`config.mk`:
```
export PLATFORM = sky130hd
export DESIGN_NAME = a_add_rx
export DESIGN_NICKNAME = d
export VERILOG_FILES = /design/src/rtl/a_add_rx_pkg.sv /design/src/rtl/hs_rx_chan.sv /design/src/rtl/a_add_rx.sv
export SDC_FILE = /design/constraint.sdc
export NUM_CORES = 1
export LEC_CHECK = 0
export CORE_MARGIN = 1
export CORE_UTILIZATION = 45
export DETAILED_ROUTE_END_ITERATION = 10
export PLACE_DENSITY = 0.66
export SLEW_MARGIN = 20
export SYNTH_ARGS = -nofsm -noshare
export SYNTH_HDL_FRONTEND = slang
export SYNTH_SLANG_ARGS = --single-unit
```
`constraint.sdc`:
```
create_clock -name clk -period 2.3 [get_ports clk]
set_clock_uncertainty 0.15 [all_clocks]
set_input_delay 0.46 -clock clk [delete_from_list [all_inputs] [get_ports clk]]
set_output_delay 0.46 -clock clk [all_outputs]
set_load 0.02 [all_outputs]
```
`src/rtl/a_add_rx_pkg.sv`:
```
// Shared types and helpers for the adder handshake receiver.
package a_add_rx_pkg;

  typedef enum logic {HS_IDLE = 1'b0, HS_ACK = 1'b1} hs_state_t;

  // Width of a counter that must hold every value 0..width inclusive.
  function automatic int cnt_w(input int width);
    return $clog2(width + 1);
  endfunction

endpackage

```
`src/rtl/hs_rx_chan.sv`:
```
// One 4-phase bundled-data receive channel: request synchronizer, handshake FSM
// and registered acknowledge. The capture strobe 'take' drives the caller's datapath.
module hs_rx_chan
  import a_add_rx_pkg::*;
#(
  parameter logic Rpol        = 1'b0,
  parameter int   SYNC_STAGES = 2
) (
  input  logic clk,
  input  logic rst,
  input  logic r,
  output logic a,
  input  logic accept_en,
  output logic take
);

  logic [SYNC_STAGES-1:0] r_sync_p;
  logic                   rq;
  hs_state_t              state, state_nxt;
  logic                   ack_nxt;

  assign rq = (r_sync_p[SYNC_STAGES-1] != Rpol);

  always_ff @(posedge clk or negedge rst) begin
    if (!rst) begin
      r_sync_p <= {SYNC_STAGES{Rpol}};
      state    <= HS_IDLE;
      a        <= Rpol;
    end else begin
      r_sync_p <= {r_sync_p[SYNC_STAGES-2:0], r};
      state    <= state_nxt;
      a        <= ack_nxt;
    end
  end

  // A pending request with accept_en low simply waits in HS_IDLE with ack idle.
  always_comb begin
    state_nxt = state;
    unique case (state)
      HS_IDLE: if (rq && accept_en) state_nxt = HS_ACK;
      HS_ACK:  if (!rq)             state_nxt = HS_IDLE;
    endcase
  end

  always_comb begin
    take    = (state == HS_IDLE) && rq && accept_en;
    ack_nxt = (state_nxt == HS_ACK) ? ~Rpol : Rpol;
  end

endmodule

```
`src/rtl/a_add_rx.sv`:
```
// Receiver for the adder's sum (bit-serial, LSB first) and carry handshake channels,
// assembling one word at a time onto a synchronous valid/ready output buffer.
module a_add_rx
  import a_add_rx_pkg::*;
#(
  parameter int   WIDTH       = 8,
  parameter logic Rpol        = 1'b0,
  parameter int   SYNC_STAGES = 2
) (
  input  logic             clk,
  input  logic             rst,
  input  logic             r_s,
  output logic             a_s,
  input  logic             d_s,
  input  logic             r_c,
  output logic             a_c,
  input  logic             d_c,
  output logic             o_valid,
  input  logic             o_ready,
  output logic [WIDTH-1:0] o_sum,
  output logic             o_carry
);

  localparam int CNT_W = cnt_w(WIDTH);

  logic [CNT_W-1:0] bit_cnt;
  logic             carry_have;
  logic             carry_acc;
  logic [WIDTH-1:0] acc, acc_nxt;
  logic             take_s, take_c;
  logic             sum_en, carry_en;
  logic             complete, xfer;

  assign sum_en   = (bit_cnt < CNT_W'(WIDTH));
  assign carry_en = !carry_have;
  assign complete = (bit_cnt == CNT_W'(WIDTH)) && carry_have;
  assign xfer     = complete && (!o_valid || o_ready);

  hs_rx_chan #(.Rpol(Rpol), .SYNC_STAGES(SYNC_STAGES)) u_sum_chan (
    .clk       (clk),
    .rst       (rst),
    .r         (r_s),
    .a         (a_s),
    .accept_en (sum_en),
    .take      (take_s)
  );

  hs_rx_chan #(.Rpol(Rpol), .SYNC_STAGES(SYNC_STAGES)) u_carry_chan (
    .clk       (clk),
    .rst       (rst),
    .r         (r_c),
    .a         (a_c),
    .accept_en (carry_en),
    .take      (take_c)
  );

  always_comb begin
    acc_nxt = acc;
    for (int i = 0; i < WIDTH; i++)
      if (CNT_W'(i) == bit_cnt) acc_nxt[i] = d_s;
  end

  // Data accumulators need no reset: every bit is rewritten before a word is complete.
  always_ff @(posedge clk) begin
    if (take_s) acc       <= acc_nxt;
    if (take_c) carry_acc <= d_c;
  end

  // Handoff to the output buffer wins over any capture; the two never coincide
  // anyway because a complete word disables both accept_en.
  always_ff @(posedge clk or negedge rst) begin
    if (!rst) begin
      bit_cnt    <= '0;
      carry_have <= 1'b0;
      o_valid    <= 1'b0;
      o_sum      <= '0;
      o_carry    <= 1'b0;
    end else if (xfer) begin
      o_sum      <= acc;
      o_carry    <= carry_acc;
      o_valid    <= 1'b1;
      bit_cnt    <= '0;
      carry_have <= 1'b0;
    end else begin
      if (o_valid && o_ready) o_valid    <= 1'b0;
      if (take_s)             bit_cnt    <= bit_cnt + CNT_W'(1);
      if (take_c)             carry_have <= 1'b1;
    end
  end

endmodule
```
# Yosys cells after proc, flatten, opt, wreduce, memory -nomap -nowiden
# Index checks and enable logic that the tools add are counted.
# classes
n_addsub	1
reduce_logical	24
order_cmp	1
mux	14
bitwise_logic	2
eq_ne	8
# ops
op	n
$eq A3 B4 Y1 const A	4
$reduce_and A2 Y1	8
$mux W1	10
$logic_and A1 B1 Y1	9
$eq A2 B4 Y1 const A	2
$mux W4	2
$reduce_bool A2 Y1	3
$add A4 B1 Y4 const B	1
$eq A1 B4 Y1 const A	1
$eq A4 B4 Y1 const B	1
$logic_not A4 Y1	1
$lt A4 B4 Y1 const B	1
$pmux W1 S2	2
$logic_not A1 Y1	2
$not A1 Y1	2
$logic_or A1 B1 Y1	1
# totals
out_inout_bits	12
in_bits	7
elab_cells	70
regBits	32

# Logic depth before layout (Yosys ltp)
# Gate-level depths: netlist of the first run.
# depth
depth_word	5
ltp_mapped	6
ltp_nobuf	5

# Hierarchy
# From an unflattened synthesis of the first run, not the netlist that was laid out.
# hier_totals
cells_unflattened	82
area_unflattened_um2	1213.7
# modules_own_cells
mod	cells_per_inst	area_per_inst_um2	seq_area_each_um2	instances
a_add_rx	72	1031.0	645.6	1
hs_rx_chan	5	91.3	75.1	2

# Least setup slack after synthesis of the first run
# No wires, ideal clock.
# synth_timing
path_type	flip-flop to flip-flop
from	register bit_cnt[0]
to	register o_carry
t_arrival_ns	1.399
setup_time_ns	0.125
period_less_slack_ns	1.675
n_path_buf	1
path_stages_with_launch	7
required_time_ns	2.025
path_slack_ns	0.625
path_cell_list	dfrtp_1 inv_1 ha_1 nand4b_4 nor2_4 buf_12 mux2_4
# synth_between
elab_chain_cells	3
# synth_lines
element	line_no	rtl
start, declared	a_add_rx.sv:26	logic [CNT_W-1:0] bit_cnt;
start signal, assigned	a_add_rx.sv:86	if (take_s) bit_cnt <= bit_cnt + CNT_W'(1);
$eq A4 B4 Y1	a_add_rx.sv:36	assign complete = (bit_cnt == CNT_W'(WIDTH)) && carry_have;
$logic_and A1 B1 Y1	a_add_rx.sv:36	
$logic_and A1 B1 Y1	a_add_rx.sv:37	assign xfer = complete && (!o_valid || o_ready);
end signal, assigned	a_add_rx.sv:80	o_carry <= carry_acc;
end, declared	a_add_rx.sv:21	output logic o_carry
# No other way between the ends.
# A chain may end at the register's enable or synchronous reset.

# Worst setup path after layout of the first run
# layout_timing
from	register u_sum_chan.a
to	output a_s
# layout_rtl
element	line_no	rtl
start, declared	hs_rx_chan.sv:12	output logic a,
start signal, assigned	hs_rx_chan.sv:28	a <= Rpol;
start signal, assigned	hs_rx_chan.sv:32	a <= ack_nxt;
end, declared	a_add_rx.sv:13	output logic a_s,
# No word-level cell between the ends.

==> results.cfg, run 1 <==
[critical_path]
crit_slowest_cell = clkdlybuf4s50_1
cpPeakStageDelay_ps = 640
endpoint_kind = output pin
cp.arrival_ps = 1380
cp_num_cells = 1
critPathKind = reg2out
worstSetupStartpointType = flip-flop
crit_chain = clkdlybuf4s50_1
rr_worst_depth = 5
cp_top_family = buffers and inverters
cp_num_buf_inv = 1
cp.required_ps = 1690
worstPathMaxFanout = 3

[clock_network]
post_cts.repair.setup_buffers = 0
htreeDepth = 2
post_cts_resized = 0
cts_tree = yes
path_clk_slew_ps = 90
clk_latency_ps = 320
cts_buffer_depth = 2
root_buffer = clkbuf_4
hold_buffers = 0
cts.sinks = 30
cts_buffers = 5

[synth]
synth_compound_area_share_pct = 2.95
ys_seq_elements = 30
syn_nets = 87
syn_avg_cell_area_um2 = 16.2
synth_largest_area_cell = dfrtp_1
synthMuxAreaShare_pct = 11.3
synth_top_area_share_pct = 42.8
synth.top_cells.by_area = dfrtp_1 43%, edfxtp_1 22%, mux2_4 8.6%
synthAdderAreaFrac_pct = 4.07
synth-simple-area-share_pct = 11.7
yosysWarningCount = 0
synth_top_family_by_area = simple AND/OR/NAND/NOR gates
syn_area_um2 = 1230
synth-xor-area-share_pct = 1.43
ys_seq_area_share_pct = 64.8
syn_inst = 76
yosysUniqueCellTypes = 24

[power_and_ir_drop]
p_leak_nw = 0.648
seq_power_share_pct = 44.1
p_switching_uw = 587
p_clk_share_pct = 21.6
powerDensity_nw_per_um2 = 1250
p_sw_share_pct = 31.4
totalPowerFinal_mw = 1.87
vdd_ir_drop_max_mv = 0.879
comb_power_share_pct = 34.4
intPower_mw = 1.29

[cells_and_area]
final_cells = 131
finalInstanceArea_um2 = 1500
layout.nets = 111
drive_above_1_share_pct = 20.8
syn2layout_area_growth_pct = 22.1
n_antenna_cell = 0
fin_util_pct = 59.5

[sta]
rsz0062_at_grt = no
max_freq_mhz = 503
layout_setup_ws_ps = 312
min_period_over_period_pct = 86.5
final-setup-viol-count = 0
report.final.hold_viol_count = 0
slew_violations = 0
worst-slew-pin-transition_ps = 436
fin_hold_ws_ps = 213
finalSetupTns_ps = 0
relSlewSlack_pct = 70.9
fin_crit_ps = 1990

[route]
first_iter_violations = 10
firstDrtPassIters = 4
avgRoutedWirePerCell_um = 12.9
drt_wl_total_mm = 1.69
via_count = 631
drc = 0
ant_nets = 0
via_per_inst = 4.82

[grt]
grt_max_degree = 22
grt_overflow = 0
grt_pass1_vias = 642
track_usage_pct = 15.1
grt_use_met1_pct = 17.3
grt_pass1_wl_mm = 2.83
grt_use_met2_pct = 21.7
top_usage_layer = met2
use_met3_pct = 6.11
antenna_found_initial = 0

[min_path]
min_path_type = reg2reg
hold_path_depth = 0

[status]
status = complete, no violations

[floorplanning]
rows = 18
start_util_pct = 48.7
fp.dieW_um = 54.3
ios = 19
dieArea_um2 = 2940
die_h_um = 54.3
core_um2 = 2520

[placement]
place_inst = 123
dp_hpwl_mm = 1.17
portBuffers = 18
dp_slack_ps = 261
gp_congestion = 0.776
placed_area_um2 = 1420

[flow_run]
drv_cap = 0
-- synth_stat cells --
cell       n
nand2_1    1
nor2_1     4
a41oi_1    1
nor2_4     1
edfxtp_1   9
mux2_1     1
mux2_2     2
a21oi_1    1
nand4b_4   1
ha_1       4
dfrtp_1   21
and2_1     3
inv_1      4
buf_12     1
nor3b_1    1
nor2b_1    2
xnor2_1    2
o21bai_1   1
and3_1     4
nor3b_4    1
or2b_1     1
buf_6      1
mux2_4     7
a21boi_0   2
-- routing by layer --
metal  vias up  routed length [um]
li1        309                   -
met1       299                 751
met2        16                 796
met3         7                  81
met4         0                  61
met5         -                   0
-- cells in the final DEF (no fill, tap or decap), types with 2 or more instances in the layout --
cell type        instances
dfrtp_1                 21
clkdlybuf4s50_1         18
edfxtp_1                 9
mux2_4                   7
clkbuf_4                 5
inv_1                    4
nor2_1                   4
and3_1                   4
ha_1                     4
and2_1                   3
nor2b_1                  2
a21boi_0                 2
mux2_2                   2
xnor2_1                  2
clkinv_2                 2
-- worst paths after layout --
check | end | start | slack (ps)
min in group asynchronous | o_sum[4] | rst | 310
hold / removal | u_sum_chan.r_sync_p[1] | u_sum_chan.r_sync_p[0] | 210
hold reg to reg | u_sum_chan.r_sync_p[1] | u_sum_chan.r_sync_p[0] | 210
setup / recovery | a_s | u_sum_chan.a | 310
setup reg to reg | o_sum[6] | bit_cnt[0] | 360
max in group asynchronous | u_sum_chan.r_sync_p[1] | rst | 1470
-- sequential cells by signal (all words and copies together) (netlist names) --
name,count
o_valid,1
bit_cnt,4
u_sum_chan.r_sync_p,2
u_carry_chan.a,1
o_carry,1
o_sum,8
u_sum_chan.a,1
u_carry_chan.r_sync_p,2
acc,8
carry_acc,1
carry_have,1
-- power groups by stage --
| stage | combinational (mW) | sequential (mW) | clock [mW] |
|---|---|---|---|
| final | 0.644 | 0.825 | 0.404 |
| after global routing | 0.702 | 0.853 | 0.440 |
| after detailed placement | 0.650 | 0.840 | 0 |
| after CTS | 0.653 | 0.829 | 0.420 |
| after global placement | 0.642 | 0.832 | 0 |
| after floorplan | 0.339 | 0.917 | 0 |
-- cell type report --
cell class | count | area [um2]
Inverter | 4 | 15.0
Sequential cell | 30 | 796
Tap cell | 30 | 37.5
Clock inverter | 3 | 40.0
Fill cell | 212 | 1020
Timing Repair Buffer | 19 | 188
Multi-Input combinational cell | 40 | 387
Clock buffer | 5 | 37.5
-- cell families after synthesis --
family                     Yosys count
DFF                                 30
and+or+nand+nor                     19
xor gates and xnor gates             2
AOI/OAI and AO/OA                    5
buffers and inverters                6
adders and majority gates            4
muxes                               10
No activity file was read; power rests on OpenSTA's default activity.
==> run 2, diff against run 1 <==
- CORE_MARGIN: 1 -> default
- CTS_BUF_LIST: default -> sky130_fd_sc_hd__clkbuf_16
- SYNTH_HIERARCHICAL: default -> 1
==> run 2 against run 1 <==
Via count increased by 5.9%. Combinational power grew 7.8%. Global-route usage is 0.12 points higher. Area after synthesis is 1.2% lower. Die area is 1.2% lower. Total power grew 12%. First-iteration DRC count decreased by 20%. Count of clock-buffer cells in the layout stayed put. Sequential cell count unchanged.
==> results.cfg, run 2 <==
[synth]
syn_area_um2 = 1210
ys_seq_elements = 30
synth_common_cells = 21 x dfrtp_1, 11 x nor2_1, 9 x edfxtp_1
synth_flop_cell = dfrtp_1
syn_nets = 93
synth-async-reset-ratio_pct = 70.0
synth_top_area_share_pct = 43.3
synth.top_cells.by_area = dfrtp_1 43%, edfxtp_1 22%, mux2_4 7.4%
synth-edff-count = 9
yosysMostFrequentCell = dfrtp_1
syn_inst = 82
synth_largest_area_cell = dfrtp_1
ys_seq_area_share_pct = 65.6
syn_avg_cell_area_um2 = 14.8
yosysUniqueCellTypes = 22
yosysWarningCount = 6

[cells_and_area]
fill_cells = 191
fin_util_pct = 62.7
n_antenna_cell = 0
drive_above_1_share_pct = 20.9
finalInstanceArea_um2 = 1580
final_cell_mix = 21 x dfrtp_1, 18 x clkdlybuf4s50_1, 11 x nor2_1, 9 x edfxtp_1
final_common_cell = dfrtp_1
layout.nets = 120
syn2layout_area_growth_pct = 30.3
reg_top3 = acc: 8 flops, o_sum: 8 flops, bit_cnt: 4 flops
final_cells = 140

[grt]
grt_pass1_wl_mm = 2.93
grt_overflow = 0
track_usage_pct = 15.2
antenna_found_initial = 0
grt_max_degree = 22
grt_pass1_vias = 654

[power_and_ir_drop]
powerDensity_nw_per_um2 = 1330
p_clk_share_pct = 28.2
p_sw_share_pct = 30.1
intPower_mw = 1.47
comb_power_share_pct = 33.0
p_switching_uw = 633
seq_power_share_pct = 38.8
p_leak_nw = 0.694
vdd_ir_drop_max_mv = 0.887

[sta]
report.final.hold_viol_count = 0
finalSetupTns_ps = 0
worst-slew-pin-transition_ps = 291
slew_violations = 0
relSlewSlack_pct = 80.6
final-setup-viol-count = 0
min_period_over_period_pct = 79.9
rsz0062_at_grt = no
max_freq_mhz = 544
fin_crit_ps = 1840

[critical_path]
critPathKind = reg2out
cp_top_family = buffers and inverters
cpPeakStageDelay_ps = 610
worstSetupStartpointType = flip-flop
cp.arrival_ps = 1230
endpoint_kind = output pin
crit_slowest_cell = clkdlybuf4s50_1
cp.required_ps = 1690
cp_num_buf_inv = 1
crit_chain = clkdlybuf4s50_1
worstPathMaxFanout = 3

[route]
first_iter_violations = 8
dr_wl_met2_um = 736
drc = 0
via_per_inst = 4.77
firstDrtPassIters = 4
ant_nets = 0
avgRoutedWirePerCell_um = 12.5
via_count = 668
drt_wl_total_mm = 1.75
wl_met1_um = 912
top_layer_used = met4
met3_wirelength_um = 70

[flow_run]
drv_cap = 0

[floorplanning]
ios = 19
start_util_pct = 48.1
die_h_um = 53.9
core_um2 = 2520
rows = 18
dieArea_um2 = 2910
fp.dieW_um = 53.9

[placement]
place_inst = 132
dp_hpwl_mm = 1.27
placed_area_um2 = 1440
portBuffers = 18
gp_congestion = 0.739

[min_path]
min_path_type = reg2reg

[clock_network]
cts_buffer_depth = 2
root_buffer = clkbuf_16
clk_latency_ps = 270
path_clk_slew_ps = 40
cts_tree = yes
post_cts_resized = 0
cts_buffers = 5
cts.sinks = 30
htreeDepth = 2
post_cts.repair.setup_buffers = 0
hold_buffers = 0

[status]
status = complete, no violations
run 2: cell types whose count changed in the layout (fill, tap and decap cells not counted), moves of 3 or more:
cell       previous run  this run
nor2_1                4        11
and3_1                4         0
clkbuf_16             0         5
nand2_1               1         6
and2_1                3         0
clkbuf_4              5         0
run 2: path summary, 6_finish.rpt:
check | startpoint | to | slack (ps) | cells after the start
worst min-delay path | u_sum_chan/r_sync_p[0] | u_sum_chan/r_sync_p[1] | 190 | 0
max in group asynchronous | rst | bit_cnt[1] | 1390 | 2
worst min register to register | u_sum_chan/r_sync_p[0] | u_sum_chan/r_sync_p[1] | 190 | 0
worst max register to register | bit_cnt[0] | o_sum[1] | 500 | 6
min in group asynchronous | rst | o_sum[6] | 390 | 2
worst max-delay path | u_sum_chan/a | a_s | 460 | 1
run 2: cell type report:
| cell class | instances | area, um2 | share of cell area, % |
|---|---|---|---|
| inverter | 4 | 15.0 | 0.949 |
| timing repair buffer | 21 | 203 | 12.8 |
| multi-input combinational | 47 | 392 | 24.8 |
| clock inverter | 3 | 13.8 | 0.870 |
| sequential | 30 | 796 | 50.3 |
| tap | 30 | 37.5 | 2.37 |
| clock buffer | 5 | 125 | 7.91 |
run 2: logic make-up (layout without fill, tap and decap cells):
group	count (synthesis)	after routing	synth area share, %
compound gates	3	3	1.86
fa+ha+maj	4	4	4.12
mux	10	10	11.1
xor+xnor	3	3	2.17
flops	30	30	65.6
simple gates	27	27	13.0
buf+inv	5	33	2.16
run 2: metal layers:
metal	vias up	track usage, %
met5	-	0
met4	0	7.89
met3	6	5.93
met2	15	22.0
met1	312	19.6
li1	335	-
run 2: per-stage QoR:
step                      hold WS, ps  power (mW)  worst slack (ps)
after floorplan                  14.4        1.25               613
after global placement            184        1.51               266
after detailed placement          187        1.53               250
after CTS                         197        2.14               447
after global routing              201        2.22               412
final                             195        2.10               462
run 2: power groups by stage:
stage | clock [mW] | sequential, mW | combinational, mW
finish | 0.593 | 0.817 | 0.694
detailed placement | 0 | 0.828 | 0.701
floorplan | 0 | 0.924 | 0.324
CTS | 0.614 | 0.820 | 0.703
global route | 0.630 | 0.840 | 0.753
global placement | 0 | 0.823 | 0.690
